===== src/rtl/if_pkg.sv =====
// Shared types and constants for the instruction-fetch stage.
package if_pkg;

    localparam int unsigned XLEN = 32;

    localparam logic [XLEN-1:0] INSTR_NOP = 32'h0000_0000;
    localparam logic [XLEN-1:0] PC_STEP   = 32'd4;

    typedef enum logic [1:0] {
        S_REQ   = 2'd0,
        S_HOLD  = 2'd1,
        S_DRAIN = 2'd2
    } fetch_state_e;

    // Instruction addresses are word aligned; the two low bits are dropped.
    function automatic logic [XLEN-1:0] word_align(input logic [XLEN-1:0] addr);
        return {addr[XLEN-1:2], 2'b00};
    endfunction

endpackage


===== src/rtl/if_fetch_unit_if.sv =====
// Request/response link between the fetch stage (master) and the instruction memory (slave).
interface if_fetch_unit_if;
    import if_pkg::*;

    logic            imem_req_o;
    logic [XLEN-1:0] imem_addr_o;
    logic            imem_ready_i;
    logic [XLEN-1:0] imem_data_i;

    modport master (
        output imem_req_o,
        output imem_addr_o,
        input  imem_ready_i,
        input  imem_data_i
    );

    modport slave (
        input  imem_req_o,
        input  imem_addr_o,
        output imem_ready_i,
        output imem_data_i
    );

endinterface


===== src/rtl/if_perf_cnt.sv =====
// Pair of saturating event counters for fetch stalls and squashed responses.
module if_perf_cnt
    import if_pkg::*;
(
    input  logic            i_clk,
    input  logic            i_rst,
    input  logic            i_inc_stall,
    input  logic            i_inc_squash,
    output logic [XLEN-1:0] o_cnt_stall,
    output logic [XLEN-1:0] o_cnt_squash
);

    logic [XLEN-1:0] r_cnt_stall;
    logic [XLEN-1:0] r_cnt_squash;

    // Counters stick at all-ones instead of wrapping.
    always_ff @(posedge i_clk) begin
        if (i_rst) begin
            r_cnt_stall  <= '0;
            r_cnt_squash <= '0;
        end else begin
            if (i_inc_stall && (r_cnt_stall != '1)) begin
                r_cnt_stall <= r_cnt_stall + XLEN'(1);
            end
            if (i_inc_squash && (r_cnt_squash != '1)) begin
                r_cnt_squash <= r_cnt_squash + XLEN'(1);
            end
        end
    end

    assign o_cnt_stall  = r_cnt_stall;
    assign o_cnt_squash = r_cnt_squash;

endmodule


===== src/rtl/if_fetch_unit.sv =====
// Instruction-fetch stage: owns the PC, talks to the instruction memory, holds data across stalls
// and drains squashed requests. Define IF_FETCH_PERF_EN to add the stall/squash counter ports.
module if_fetch_unit
    import if_pkg::*;
#(
    parameter logic [31:0] RESET_PC = 32'h0000_0000
) (
    input  logic                clk_i,
    input  logic                rst_i,
    input  logic                stall_i,
    input  logic                flush_i,
    input  logic [XLEN-1:0]     branch_target_i,
    if_fetch_unit_if.master     imem,
    output logic [XLEN-1:0]     pc_o,
    output logic [XLEN-1:0]     instr_o,
    output logic                valid_o,
    output logic                fetch_stall_o
`ifdef IF_FETCH_PERF_EN
    ,
    output logic [XLEN-1:0]     cnt_stall_o,
    output logic [XLEN-1:0]     cnt_squash_o
`endif
);

    fetch_state_e    r_state;
    logic [XLEN-1:0] r_pc;
    logic [XLEN-1:0] r_buf;
    logic [XLEN-1:0] r_tgt;

    logic [XLEN-1:0] w_target;
    logic [XLEN-1:0] w_pc_next;
    logic            w_ready;
    logic            w_req;
    logic [XLEN-1:0] w_addr;

    assign w_target  = word_align(branch_target_i);
    assign w_pc_next = r_pc + PC_STEP;
    assign w_ready   = imem.imem_ready_i;

    // Flush outranks stall; the request address never changes while a request is open.
    always_ff @(posedge clk_i) begin
        if (rst_i) begin
            r_state <= S_REQ;
            r_pc    <= word_align(RESET_PC);
            r_buf   <= '0;
            r_tgt   <= '0;
        end else begin
            case (r_state)
                S_REQ: begin
                    if (flush_i) begin
                        if (w_ready) begin
                            r_pc <= w_target;
                        end else begin
                            r_tgt   <= w_target;
                            r_state <= S_DRAIN;
                        end
                    end else if (w_ready) begin
                        if (stall_i) begin
                            r_buf   <= imem.imem_data_i;
                            r_state <= S_HOLD;
                        end else begin
                            r_pc <= w_pc_next;
                        end
                    end
                end
                S_HOLD: begin
                    if (flush_i) begin
                        r_pc    <= w_target;
                        r_state <= S_REQ;
                    end else if (!stall_i) begin
                        r_pc    <= w_pc_next;
                        r_state <= S_REQ;
                    end
                end
                S_DRAIN: begin
                    if (w_ready) begin
                        r_pc    <= flush_i ? w_target : r_tgt;
                        r_state <= S_REQ;
                    end else if (flush_i) begin
                        r_tgt <= w_target;
                    end
                end
                default: r_state <= S_REQ;
            endcase
        end
    end

    // Memory data passes straight through to instr_o so a zero-wait memory sustains one per cycle.
    always_comb begin
        w_req         = 1'b0;
        w_addr        = '0;
        pc_o          = '0;
        instr_o       = INSTR_NOP;
        valid_o       = 1'b0;
        fetch_stall_o = 1'b0;
        if (!rst_i) begin
            case (r_state)
                S_REQ: begin
                    w_req  = 1'b1;
                    w_addr = r_pc;
                    if (!w_ready) begin
                        fetch_stall_o = 1'b1;
                    end else if (!flush_i) begin
                        valid_o = 1'b1;
                        pc_o    = r_pc;
                        instr_o = imem.imem_data_i;
                    end
                end
                S_HOLD: begin
                    valid_o = 1'b1;
                    pc_o    = r_pc;
                    instr_o = r_buf;
                end
                S_DRAIN: begin
                    w_req         = 1'b1;
                    w_addr        = r_pc;
                    fetch_stall_o = 1'b1;
                end
                default: begin
                    fetch_stall_o = 1'b1;
                end
            endcase
        end
    end

    assign imem.imem_req_o  = w_req;
    assign imem.imem_addr_o = w_addr;

`ifdef IF_FETCH_PERF_EN
    logic            w_squash;
    logic [XLEN-1:0] w_cnt_stall;
    logic [XLEN-1:0] w_cnt_squash;

    // A response is squashed when it lands under a flush or while draining.
    assign w_squash = !rst_i && w_ready &&
                      (((r_state == S_REQ) && flush_i) || (r_state == S_DRAIN));

    if_perf_cnt u_perf_cnt (
        .i_clk        (clk_i),
        .i_rst        (rst_i),
        .i_inc_stall  (fetch_stall_o),
        .i_inc_squash (w_squash),
        .o_cnt_stall  (w_cnt_stall),
        .o_cnt_squash (w_cnt_squash)
    );

    assign cnt_stall_o  = rst_i ? '0 : w_cnt_stall;
    assign cnt_squash_o = rst_i ? '0 : w_cnt_squash;
`endif

endmodule

===== src/flat_wrapper.sv =====
// flat-port wrapper written by rule: the top's interface ports become plain ports
module if_fetch_unit_flat import if_pkg::*;
#(
    parameter logic [31:0] RESET_PC = 32'h0000_0000
)
  (clk_i, rst_i, stall_i, flush_i, branch_target_i, pc_o, instr_o, valid_o, fetch_stall_o, imem_imem_req_o, imem_imem_addr_o, imem_imem_ready_i, imem_imem_data_i);
  if_fetch_unit_if imem_i ();
  input  logic clk_i;
  input  logic rst_i;
  input  logic stall_i;
  input  logic flush_i;
  input  logic [XLEN-1:0] branch_target_i;
  output logic [XLEN-1:0] pc_o;
  output logic [XLEN-1:0] instr_o;
  output logic valid_o;
  output logic fetch_stall_o;
  output wire logic [$bits(imem_i.imem_req_o)-1:0] imem_imem_req_o;
  output wire logic [$bits(imem_i.imem_addr_o)-1:0] imem_imem_addr_o;
  input wire logic [$bits(imem_i.imem_ready_i)-1:0] imem_imem_ready_i;
  input wire logic [$bits(imem_i.imem_data_i)-1:0] imem_imem_data_i;
  assign imem_imem_req_o = imem_i.imem_req_o;
  assign imem_imem_addr_o = imem_i.imem_addr_o;
  assign imem_i.imem_ready_i = imem_imem_ready_i;
  assign imem_i.imem_data_i = imem_imem_data_i;
  if_fetch_unit #(.RESET_PC(RESET_PC)) u_core (.clk_i(clk_i), .rst_i(rst_i), .stall_i(stall_i), .flush_i(flush_i), .branch_target_i(branch_target_i), .imem(imem_i), .pc_o(pc_o), .instr_o(instr_o), .valid_o(valid_o), .fetch_stall_o(fetch_stall_o));
endmodule

===== config.mk =====
export PLATFORM = sky130hd
export DESIGN_NAME = if_fetch_unit_flat
export DESIGN_NICKNAME = d
export VERILOG_FILES = /design/src/rtl/if_pkg.sv /design/src/rtl/if_fetch_unit_if.sv /design/src/rtl/if_perf_cnt.sv /design/src/rtl/if_fetch_unit.sv /design/src/flat_wrapper.sv
export SDC_FILE = /design/constraint.sdc
export NUM_CORES = 1
export LEC_CHECK = 0
export ABC_AREA = 1
export BUFFER_PORTS_ARGS = -buffer_cell sky130_fd_sc_hd__buf_4
export CAP_MARGIN = 30
export CORE_MARGIN = 2
export CORE_UTILIZATION = 57
export CTS_CLUSTER_DIAMETER = 200
export DETAILED_ROUTE_END_ITERATION = 6
export PLACE_DENSITY = 0.89
export SLEW_MARGIN = 20
export SYNTH_ARGS = -nofsm -noshare
export SYNTH_HDL_FRONTEND = slang
export SYNTH_SLANG_ARGS = --single-unit

===== constraint.sdc =====
create_clock -name clk_i -period 2.6 [get_ports clk_i]
set_input_delay 0.26 -clock clk_i [delete_from_list [all_inputs] [get_ports clk_i]]
set_output_delay 0.26 -clock clk_i [all_outputs]
set_load 0.01 [all_outputs]

# Yosys cells after proc, flatten, opt, wreduce, memory -nomap -nowiden

Cells that the tools add are included.

Add/sub/neg operators: 1
Mux-type cells: 39
Reductions and logical operators: 8
Bitwise gates (word level): 1
Equal/unequal tests: 11

Operators with widths:

| kind                                          | number |
|---|---|
| two-way mux 32 bit                            | 18 |
| one-hot mux 32 bit (2 select lines)           | 3 |
| one-hot mux 32 bit (3 select lines)           | 1 |
| adder 32 x 3 -> 32 bit, second input constant | 1 |
| two-way mux 2 bit                             | 7 |
| inequality test 3 bit, second input constant  | 4 |
| inequality test 2 bit, second input constant  | 5 |
| AND reduction 4 bit                           | 2 |
| two-way mux 1 bit                             | 7 |
| one-hot mux 2 bit (3 select lines)            | 1 |
| AND reduction 5 bit                           | 1 |
| one-hot mux 1 bit (2 select lines)            | 2 |
| AND reduction 3 bit                           | 1 |
| nonzero test 3 bit                            | 1 |
| == test 2 x 1 -> 1 bit, second input constant | 1 |
| == test 2 bit, second input constant          | 1 |
| zero test 2 bit                               | 1 |
| nonzero test 2 bit                            | 1 |
| OR reduction 2 bit                            | 1 |
| inverter 1 bit                                | 1 |

Flip-flop bits (word level): 98
Output and inout port bits: 99

# Longest topological paths before layout

Gate-level depths: netlist of run 1.

Depth after elaboration: 5
Mapped depth: 12

# Least setup slack after synthesis of run 1

Ideal clock, no wire load.

Path type: flip-flop to output port
From: register u_core.r_state[0]
To: output port pc_o[22]
Stages on the path, launching flop included: 7
Path slack: 1089 ps
Data arrival time: 1251 ps
Path buffers: 1
Required time: 2340 ps
Cells stage by stage: dfxtp_1 > nor2_1 > inv_1 > nor2_2 > o21ai_1 > buf_2 > nor2_1

Cells in the longest elaborated chain, start to end: 3
Elaborated cells between the ends (all ways): 4

Ends and longest elaborated chain:

| what                                                             | RTL line            | text |
|---|---|---|
| from (decl)                                                      | if_fetch_unit.sv:25 | `fetch_state_e r_state;` |
| from (signal assigned)                                           | if_fetch_unit.sv:43 | `r_state <= S_REQ;` |
| from (signal assigned)                                           | if_fetch_unit.sv:55 | `r_state <= S_DRAIN;` |
| from (signal assigned)                                           | if_fetch_unit.sv:60 | `r_state <= S_HOLD;` |
| == test 2 x 1 -> 1 bit / zero test 2 bit (equally long branches) | if_fetch_unit.sv:97 | `case (r_state)` |
| one-hot mux 32 bit (2 select lines) *                            | if_fetch_unit.sv:97 |  |
| two-way mux 32 bit *                                             | if_fetch_unit.sv:96 | `if (!rst_i) begin` |
| to (decl)                                                        | flat_wrapper.sv:13  | `output logic [XLEN-1:0] pc_o;` |

Every way passes the cells marked *; elsewhere a longest branch is shown, timed or not.

# Worst setup path in the final report of run 1

From: register u_core.r_state[0]
To: output port instr_o[0]

Cells in the longest elaborated chain, start to end: 3
Elaborated cells between the ends (all ways): 4

Ends and longest elaborated chain:

| what                                                             | RTL line            | text |
|---|---|---|
| == test 2 x 1 -> 1 bit / zero test 2 bit (equally long branches) | if_fetch_unit.sv:97 |  |
| one-hot mux 32 bit (2 select lines) *                            | if_fetch_unit.sv:97 |  |
| two-way mux 32 bit *                                             | if_fetch_unit.sv:96 |  |
| to (decl)                                                        | flat_wrapper.sv:14  | `output logic [XLEN-1:0] instr_o;` |

Marks and branches as above.

==> flow_metrics.env, run 1 <==
export IMPL_cp_end_kind="output port"
export IMPL_synthMuxAreaShare=0
export IMPL_netlist_area_mm2=0.00597
export IMPL_postCtsResizedCells=0
export IMPL_rows=37
export IMPL_worst_slew_pin_slew_ns=0.787
export IMPL_die_y_um=106
export IMPL_initial_utilization=0.583
export IMPL_timing_rr_start="u_core.r_state[0]"
export IMPL_dr_first_iter_drc_count=609
export IMPL_ys_seq_area_frac=0.329
export IMPL_layout_nets=1191
export IMPL_status="finished, final reports clean"
export IMPL_synth_warning_count=0
export IMPL_core_area_mm2=0.0102
export IMPL_grt_overflow=0
export IMPL_arrival_ns=1.93
export IMPL_num_antenna_cells=0
export IMPL_crit_buf_inv=3
export IMPL_vias_per_cell=5.42
export IMPL_postLayoutCellArea_mm2=0.00741
export IMPL_hold_start="imem_imem_data_i[1]"
export IMPL_cts_reportedPaths_clkPinSlew_ns=0.10
export IMPL_io_buffers=165
export IMPL_ctsHoldBuffers=0
export IMPL_postCtsSetupRepairBufs=0
export IMPL_rsz0062_at_grt="no"
export IMPL_synth_top_area_frac=0.329
export IMPL_slew_viol_final=0
export IMPL_drc=0
export IMPL_fin_tns_setup_ns=0
export IMPL_period_needed_ns=2.19
export IMPL_ys_types=27
export IMPL_gp_congestion=0.947
export IMPL_route_final_wire_length_um=17200
export IMPL_place_area_mm2=0.00723
export IMPL_worstPathMaxFanout=32
export IMPL_leakage_nw=3.31
export IMPL_drv_cap=0
export IMPL_synth_ff_type="dfxtp_1"
export IMPL_synth_seq_cells=98
export IMPL_final_core_util=0.724
export IMPL_yosys_area_share_simple=0.327
export IMPL_yosysMostFrequentCell="nor2_1"
export IMPL_wl_per_cell_um=13.7
export IMPL_startpoint_type="register"
export IMPL_p_per_area_mw_per_mm2=455
export IMPL_clock_tree_root_cell="clkbuf_8"
export IMPL_cp_slowest_stage_delay_ns=0.36
export IMPL_synth_top_area_cell="dfxtp_1"
export IMPL_synthTopCellsByArea="dfxtp_1 33%, nor2_1 13%, nand2_1 13%"
export IMPL_fin_crit_sh=0.843
export IMPL_setup_viol=0
export IMPL_syn_to_final_growth_pct=24.2
export IMPL_first_global_vias=5951
export IMPL_synth_xor_area_share=0
export IMPL_async_flop_share=0
export IMPL_crit_start="u_core.r_state[0]"
export IMPL_slowest_stage="dfxtp_1"
export IMPL_antenna_found_initial=0
export IMPL_required_ns=2.34
export IMPL_vdd_drop_max_v=0.000303
export IMPL_finalWorstSetupSlack_ns=0.408
export IMPL_grt_usage=0.303
export IMPL_ant_nets=0
export IMPL_drt_pass1_iterations=5
export IMPL_synth_top_family_by_area="simple AND/OR/NAND/NOR gates"
export IMPL_p_total_mw=3.37
export IMPL_cts_htree_levels=3
export IMPL_drive_gt1_frac=0.198
export IMPL_synth_compound_area_frac=0.245
export IMPL_hp_class="in2reg"
export IMPL_synth_edff_count=0
export IMPL_synthAdderAreaFrac=0.00210
export IMPL_netlist_instances=993
export IMPL_die_w_um=106
export IMPL_regToRegSetupSlack_ns=0.75
export IMPL_ios=168
export IMPL_fillCellCount=937
export IMPL_insertion_delay_ns=0.36
export IMPL_ys_top_cells_by_count="213 x nor2_1, 210 x nand2_1, 105 x o21ai_0"
export IMPL_slew_headroom=0.475
export IMPL_clockBufferDepth=2
export IMPL_path_cells="nor2_1, inv_1, nor2_2, buf_4, a22oi_1, nor2_1, buf_4"
export IMPL_hold_viol=0
export IMPL_cp_top_family="buffers and inverters"
export IMPL_grt_pass1_wl_um=28100
export IMPL_via_count=6835
export IMPL_hpwlAfterDp_um=11700
export IMPL_worstSetupPathType="reg2out"
export IMPL_grt_max_degree=89
export IMPL_syn_nets=1063
export IMPL_clkSinkCount=98
export IMPL_die_area_mm2=0.0113
export IMPL_cts_made_buffers=9
export IMPL_skew_ns=0.00766
export IMPL_cts_tree="done"
export IMPL_fmax_mhz=456
export IMPL_avgSynthCellArea_um2=6.01
export IMPL_dp_slack_ns=0.765
-- report_power, final --
group | internal (mW) | leakage (nW) | switching (mW)
combinational | 0.291 | 2.42 | 0.450
sequential | 1.61 | 0.806 | 0.0875
clock | 0.396 | 0.0855 | 0.538
total | 2.30 | 3.31 | 1.08
-- per-stage QoR --
step | hold WS, ns | std cells
5_1_grt | 0.120 | 1261
3_5_place_dp | 0.459 | 1245
2_1_floorplan | 0.395 | 993
3_3_place_gp | 0.450 | 1245
6_report | 0.117 | 1261
4_1_cts | 0.115 | 1260
-- logic make-up (layout without fill, tap and decap cells) --
| kind of cell | count (synthesis) | in the layout |
|---|---|---|
| compound gates | 268 | 268 |
| flops | 98 | 98 |
| fa+ha+maj | 1 | 1 |
| simple gates | 481 | 481 |
| buf+inv | 145 | 277 |
-- path summary, 6_finish.rpt --
path | end | cells past startpoint
hold reg to reg | u_core.r_tgt[1] | 2
setup / recovery | instr_o[0] | 7
hold / removal | u_core.r_buf[1] | 3
setup reg to reg | u_core.r_pc[15] | 6
-- routing by layer --
layer,vias up,track usage,routed length [um]
li1,3476,-,-
met1,3050,0.401,7420
met2,275,0.495,7850
met3,34,0.0564,1500
met4,0,0.106,445
met5,-,0,0
-- cell usage in the layout, fill, tap and decap left out, types with 3 or more instances in the layout --
cell type / netlist / final
dfxtp_1: 98 / 98
nand3_1: 30 / 30
buf_4: 1 / 177
a22oi_1: 32 / 32
inv_1: 77 / 76
o21ai_1: 9 / 8
a221oi_1: 6 / 6
nand2_1: 210 / 210
nor2_2: 10 / 10
inv_2: 6 / 7
nor2_1: 213 / 213
a31oi_1: 11 / 11
nor3_1: 4 / 4
o21ai_0: 105 / 105
clkbuf_8: 0 / 11
nor2_4: 7 / 7
nand2_2: 3 / 3
a21oi_1: 103 / 103
-- cell type report --
| type | instances | area (um^2) | share of cell area |
|---|---|---|---|
| Multi-Input combinational cell | 750 | 3430 | 0.463 |
| Sequential cell | 98 | 1960 | 0.265 |
| Timing Repair Buffer | 179 | 1360 | 0.184 |
| Inverter | 83 | 312 | 0.0420 |
| Tap cell | 136 | 170 | 0.0230 |
| Clock buffer | 13 | 159 | 0.0214 |
| Clock inverter | 2 | 12.5 | 0.00169 |
-- tightest hold or removal path, stage by stage --
cell	delay [ns]
buf_4	0.08
nor2_1	0.03
nor2_1	0.08
-- flip-flops by register name, indices dropped and copies added (netlist names) --
name and count:
u_core.r_buf 32, u_core.r_pc 32, u_core.r_state 2, u_core.r_tgt 32
(Power assumes the default switching activity.)
==> run 2, diff against run 1 <==
ABC_AREA = 0   (was 1)
CORE_UTILIZATION = 47   (was 57)
PLACE_DENSITY = 0.8   (was 0.89)
clock period = 1.78 ns   (was 2.6 ns; I/O delays follow)
==> run 2 against run 1 <==
The run now ends with setup timing left. Die area rose by 11%. Area after synthesis fell by 8.0%. Worst hold slack got worse by 0.10 ns. Sequential share of layout area fell by 5.8 points. Critical path depth unchanged. First-iteration DRC count rose by 58%. Register-to-register slack got worse by 1.1 ns. Combinational power is 110% higher. Clock skew increased by 0.0032 ns. Count of clock-buffer cells in the layout down 2. Design area increased by 29%. Critical endpoint unchanged. Largest cell class unchanged.
==> flow_metrics.env, run 2 <==
export IMPL_required_ns=1.60
export IMPL_ys_types=56
export IMPL_slew_headroom=0.639
export IMPL_synth_xor_area_share=0.00638
export IMPL_drive_gt1_frac=0.483
export IMPL_num_antenna_cells=0
export IMPL_fin_tns_setup_ns=-30.63
export IMPL_rsz0062_at_grt="yes"
export IMPL_drv_cap=0
export IMPL_drt_pass1_iterations=6
export IMPL_die_y_um=112
export IMPL_layout_common_cells="227 x buf_4, 137 x nand2_1, 89 x dfxtp_1, 56 x a21oi_1, 47 x nor2_1"
export IMPL_arrival_ns=2.01
export IMPL_cts_reportedPaths_clkPinSlew_ns=0.08
export IMPL_route_final_wire_length_um=26900
export IMPL_worst_slew_pin_slew_ns=0.541
export IMPL_gp_congestion=0.872
export IMPL_grt_overflow=0
export IMPL_dr_first_iter_drc_count=961
export IMPL_yosysMostFrequentCell="nand2_1"
export IMPL_p_total_mw=6.17
export IMPL_status="finished, violations left"
export IMPL_fmax_mhz=456
export IMPL_clockBufferDepth=2
export IMPL_insertion_delay_ns=0.36
export IMPL_worstPathMaxFanout=8
export IMPL_synth_top_family_by_area="simple AND/OR/NAND/NOR gates"
export IMPL_cts_made_buffers=9
export IMPL_hold_viol=0
export IMPL_synthTopCellsByArea="dfxtp_1 36%, nand2_1 12%, a21oi_1 8.5%"
export IMPL_ant_nets=0
export IMPL_async_flop_share=0
export IMPL_cp_end_kind="output port"
export IMPL_grt_max_degree=44
export IMPL_syn_to_final_growth_pct=74.1
export IMPL_layout_nets=1090
export IMPL_final_common_cell="buf_4"
export IMPL_vdd_drop_max_v=0.000498
export IMPL_antenna_found_initial=0
export IMPL_rows=39
export IMPL_netlist_instances=785
export IMPL_first_global_vias=6150
export IMPL_clkSinkCount=98
export IMPL_initial_utilization=0.481
export IMPL_top_regs="u_core.r_buf (32), u_core.r_pc (32), u_core.r_tgt (32)"
export IMPL_core_area_mm2=0.0114
export IMPL_ys_seq_area_frac=0.357
export IMPL_cts_tree="done"
export IMPL_wl_per_cell_um=23.0
export IMPL_clock_tree_root_cell="clkbuf_16"
export IMPL_dp_slack_ns=-0.167
export IMPL_skew_ns=0.0109
export IMPL_synth_compound_area_frac=0.234
export IMPL_ys_top_cells_by_count="173 x nand2_1, 98 x dfxtp_1, 93 x a21oi_1"
export IMPL_period_needed_ns=2.19
export IMPL_slew_viol_final=0
export IMPL_synth_edff_count=0
export IMPL_die_area_mm2=0.0126
export IMPL_hpwlAfterDp_um=12700
export IMPL_final_core_util=0.837
export IMPL_io_buffers=165
export IMPL_vias_per_cell=6.54
export IMPL_ios=168
export IMPL_ctsHoldBuffers=0
export IMPL_p_per_area_mw_per_mm2=646
export IMPL_grt_usage=0.302
export IMPL_avgSynthCellArea_um2=7.00
export IMPL_synth_top_area_frac=0.357
export IMPL_syn_nets=855
export IMPL_fin_crit_sh=1.23
export IMPL_worstSetupPathType="reg2out"
export IMPL_synth_top_area_cell="dfxtp_1"
export IMPL_violations="setup timing"
export IMPL_drc=0
export IMPL_leakage_nw=4.01
export IMPL_netlist_area_mm2=0.00549
export IMPL_synth_ff_type="dfxtp_1"
export IMPL_synth_seq_cells=98
export IMPL_grt_pass1_wl_um=31200
export IMPL_setup_viol=153
export IMPL_die_w_um=112
export IMPL_cts_htree_levels=3
export IMPL_yosys_area_share_simple=0.335
export IMPL_synthAdderAreaFrac=0.00228
export IMPL_finalWorstSetupSlack_ns=-0.411
export IMPL_via_count=7643
export IMPL_synth_warning_count=0
export IMPL_startpoint_type="register"
export IMPL_hp_class="in2reg"
export IMPL_synthMuxAreaShare=0.00752
==> run 2: cell types whose count changed after synthesis, moves of 13 or more <==
| cell | previous run | this run |
|---|---|---|
| inv_1 | 77 | 8 |
| o21ai_0 | 105 | 30 |
| nor3_1 | 4 | 33 |
| buf_2 | 21 | 0 |
| nor2_1 | 213 | 55 |
| nand2_1 | 210 | 173 |
| clkbuf_1 | 37 | 64 |
| and2_1 | 1 | 54 |
| nand3_1 | 30 | 17 |
| nor4_1 | 0 | 14 |
==> run 2: logic make-up (layout without fill, tap and decap cells) <==
group           Yosys count  count (layout)
compound gates          209             209
simple gates            388             388
buf+inv                  81             321
flops                    98              98
fa+ha+maj                 1               1
mux                       4               4
xor+xnor                  4               4
==> run 2: final timing paths <==
kind | start | end | slack (ns) | depth (start not counted)
max | u_core.r_state[0] | instr_o[0] | -0.41 | 7
min | imem_imem_ready_i | u_core.r_state[1] | 0.01 | 2
max reg2reg | u_core.r_pc[15] | u_core.r_pc[28] | -0.37 | 5
min reg2reg | u_core.r_tgt[2] | u_core.r_tgt[2] | 0.46 | 2
==> run 2: area by class of cell <==
| type | instances | area (um^2) |
|---|---|---|
| clock buffers | 11 | 243 |
| repair buffers | 297 | 2860 |
| multi-input cells | 606 | 4190 |
| fillers | 608 | 1860 |
| well taps | 143 | 179 |
| clock inverters | 5 | 77.6 |
| inverters | 8 | 32.5 |
| flip-flops and latches | 98 | 1980 |
==> run 2: power by group <==
group	switching [mW]	internal, mW	leakage (nW)
clock network	0.928	1.27	0.156
logic	0.877	0.718	3.05
registers	0.0825	2.30	0.804
total	1.89	4.28	4.01
==> run 2: timing repair <==
action / 4_1_cts / 5_1_grt
pin swaps: 34 / 112
endpoints found under the setup margin: 98 / 150
setup buffers: 11 / 20
gates cloned: 6 / 14
gates resized for setup: 80 / 194
==> run 2: per-stage QoR <==
stage	hold WS, ns	cells	cell area, um^2
6_report	0.0132	1168	9560
5_1_grt	0.0334	1168	9560
4_1_cts	0.0223	1136	8360
3_5_place_dp	0.390	1103	7470
3_3_place_gp	0.390	1103	7470
2_1_floorplan	0.257	785	5610
==> run 2: worst max-delay path, cell delays in order, from the launching register on <==
cell and delay, ns:
dfxtp_2 0.35, buf_6 0.13, nor4b_4 0.33, buf_6 0.25, clkbuf_16 0.18, a22oi_1 0.12, nor2_1 0.14, buf_4 0.15
==> run 2: layer usage <==
metal | up-vias | track usage | wire length, um
met5 | - | 0 | 0
met4 | 0 | 0.105 | 2020
met3 | 227 | 0.0691 | 3190
met2 | 727 | 0.493 | 12600
met1 | 3473 | 0.395 | 9140
li1 | 3216 | - | -
==> run 3, diff against run 2 <==
CORE_MARGIN = 10   (was 2)
==> run 3 against run 2 <==
The flow still finishes with violations (setup timing). Worst hold slack improved by 0.016 ns. Via count down 10%. Combinational power is 16% lower. First-iteration DRC count is 17% lower. Clock skew fell by 0.0049 ns. Flip-flop and latch count unchanged. Largest power group unchanged. Highest routed layer unchanged.
==> flow_metrics.env, run 3 (same netlist as run 2, synthesis figures left out) <==
export IMPL_wl_per_cell_um=19.9
export IMPL_drt_pass1_iterations=7
export IMPL_clockBufferDepth=2
export IMPL_core_area_mm2=0.0114
export IMPL_leakage_nw=3.52
export IMPL_cts_made_buffers=9
export IMPL_ant_nets=0
export IMPL_rsz0062_at_grt="yes"
export IMPL_hold_depth=2
export IMPL_fmax_mhz=495
export IMPL_r2r_cells=5
export IMPL_worstSetupPathType="reg2out"
export IMPL_syn_to_final_growth_pct=58.4
export IMPL_worstPathMaxFanout=6
export IMPL_hold_viol=0
export IMPL_p_sw_frac=0.286
export IMPL_ctsHoldBuffers=0
export IMPL_final_common_cell="buf_4"
export IMPL_top_regs="u_core.r_buf (32), u_core.r_pc (32), u_core.r_tgt (32)"
export IMPL_fin_crit_sh=1.13
export IMPL_io_buffers=165
export IMPL_clkSinkCount=98
export IMPL_setup_viol=94
export IMPL_layout_nets=1060
export IMPL_cts_tree="done"
export IMPL_grt_overflow=0
export IMPL_place_area_mm2=0.00743
export IMPL_clockPowerShare=0.351
export IMPL_period_needed_ns=2.02
export IMPL_die_y_um=128
export IMPL_slew_viol_final=0
export IMPL_first_global_vias=6314
export IMPL_violations="setup timing"
export IMPL_hpwlAfterDp_um=14000
export IMPL_p_seq_frac=0.416
export IMPL_fin_tns_setup_ns=-14.22
export IMPL_num_antenna_cells=0
export IMPL_die_area_mm2=0.0164
export IMPL_finalWorstSetupSlack_ns=-0.239
export IMPL_status="finished, violations left"
export IMPL_insertion_delay_ns=0.34
export IMPL_final_core_util=0.762
export IMPL_route_final_wire_length_um=22600
export IMPL_arrival_ns=1.84
export IMPL_vdd_drop_max_v=0.000695
export IMPL_grt_usage=0.237
export IMPL_clock_tree_root_cell="clkbuf_16"
export IMPL_slew_headroom=0.436
export IMPL_die_w_um=128
export IMPL_p_per_area_mw_per_mm2=657
export IMPL_vias_per_cell=6.04
export IMPL_skew_ns=0.00596
export IMPL_antenna_found_initial=0
export IMPL_gp_congestion=0.921
export IMPL_required_ns=1.60
export IMPL_cp_end_kind="output port"
export IMPL_power_internal_mw=4.08
export IMPL_grt_pass1_wl_um=32300
export IMPL_worst_slew_pin_slew_ns=0.846
export IMPL_drc=0
export IMPL_rows=39
export IMPL_layout_common_cells="211 x buf_4, 171 x nand2_1, 89 x a21oi_1, 89 x dfxtp_1, 51 x nor2_1"
export IMPL_hp_class="in2reg"
export IMPL_switching_power_mw=1.63
export IMPL_postLayoutCellArea_mm2=0.00870
export IMPL_drive_gt1_frac=0.391
export IMPL_startpoint_type="register"
export IMPL_via_count=6870
export IMPL_drv_cap=0
export IMPL_ios=168
export IMPL_cts_reportedPaths_clkPinSlew_ns=0.06
export IMPL_initial_utilization=0.481
export IMPL_grt_max_degree=76
export IMPL_dr_first_iter_drc_count=797
export IMPL_cts_htree_levels=3
export IMPL_power_frac_comb=0.233
export IMPL_p_total_mw=5.71
run 3: layer usage:
metal	GRT usage	vias to the layer above	part of all wire	routed length (um)
met5	0	-	0	0
met4	0.0728	0	0.026	592
met3	0.0868	62	0.12	2790
met2	0.376	474	0.47	10700
met1	0.292	3182	0.38	8580
li1	-	3152	-	-
run 3: worst max-delay path: stages (launching register included):
cell and delay (ns):
dfxtp_2 0.33, buf_6 0.12, nor4b_4 0.36, buf_6 0.22, clkbuf_16 0.17, a22oi_2 0.07, nor2_1 0.11, buf_4 0.14
run 3: final cells by class:
class / count / area, um^2
clock buffers: 14 / 264
clock inverters: 2 / 35.0
fillers: 808 / 2720
inverters: 8 / 32.5
multi-input cells: 606 / 3780
flip-flops and latches: 98 / 1980
well taps: 143 / 179
repair buffers: 267 / 2430
run 3: what timing repair did:
item | CTS | global route
buffers inserted | 11 | 13
pin swaps | 24 | 70
resized for setup | 73 | 89
hold endpoints to repair | 0 | 0
cloned | 3 | 5
endpoints found under the setup margin | 128 | 127
run 3: through the flow:
step,hold WS [ns],setup slack (ns),std cells
after detailed placement,0.388,-0.207,1096
final,0.0290,-0.239,1138
after floorplan,0.257,-0.166,785
after CTS,0.0261,-0.233,1124
after global routing,0.0390,-0.325,1138
after global placement,0.392,-0.183,1096
run 3: final timing paths:
path,slack [ns],startpoint,to
max,-0.24,u_core.r_state[1],instr_o[1]
min,0.03,imem_imem_ready_i,u_core.r_state[1]
max reg2reg,-0.22,u_core.r_pc[14],u_core.r_pc[28]
min reg2reg,0.45,u_core.r_buf[27],u_core.r_buf[27]
run 3: power by group through the flow:
stage / combinational [mW] / sequential [mW] / clock, mW
2_1_floorplan: 0.544 / 2.41 / 0
3_3_place_gp: 1.06 / 2.41 / 0
3_5_place_dp: 1.07 / 2.41 / 0
4_1_cts: 1.17 / 2.36 / 1.98
5_1_grt: 1.42 / 2.38 / 2.08
6_report: 1.33 / 2.38 / 2.01
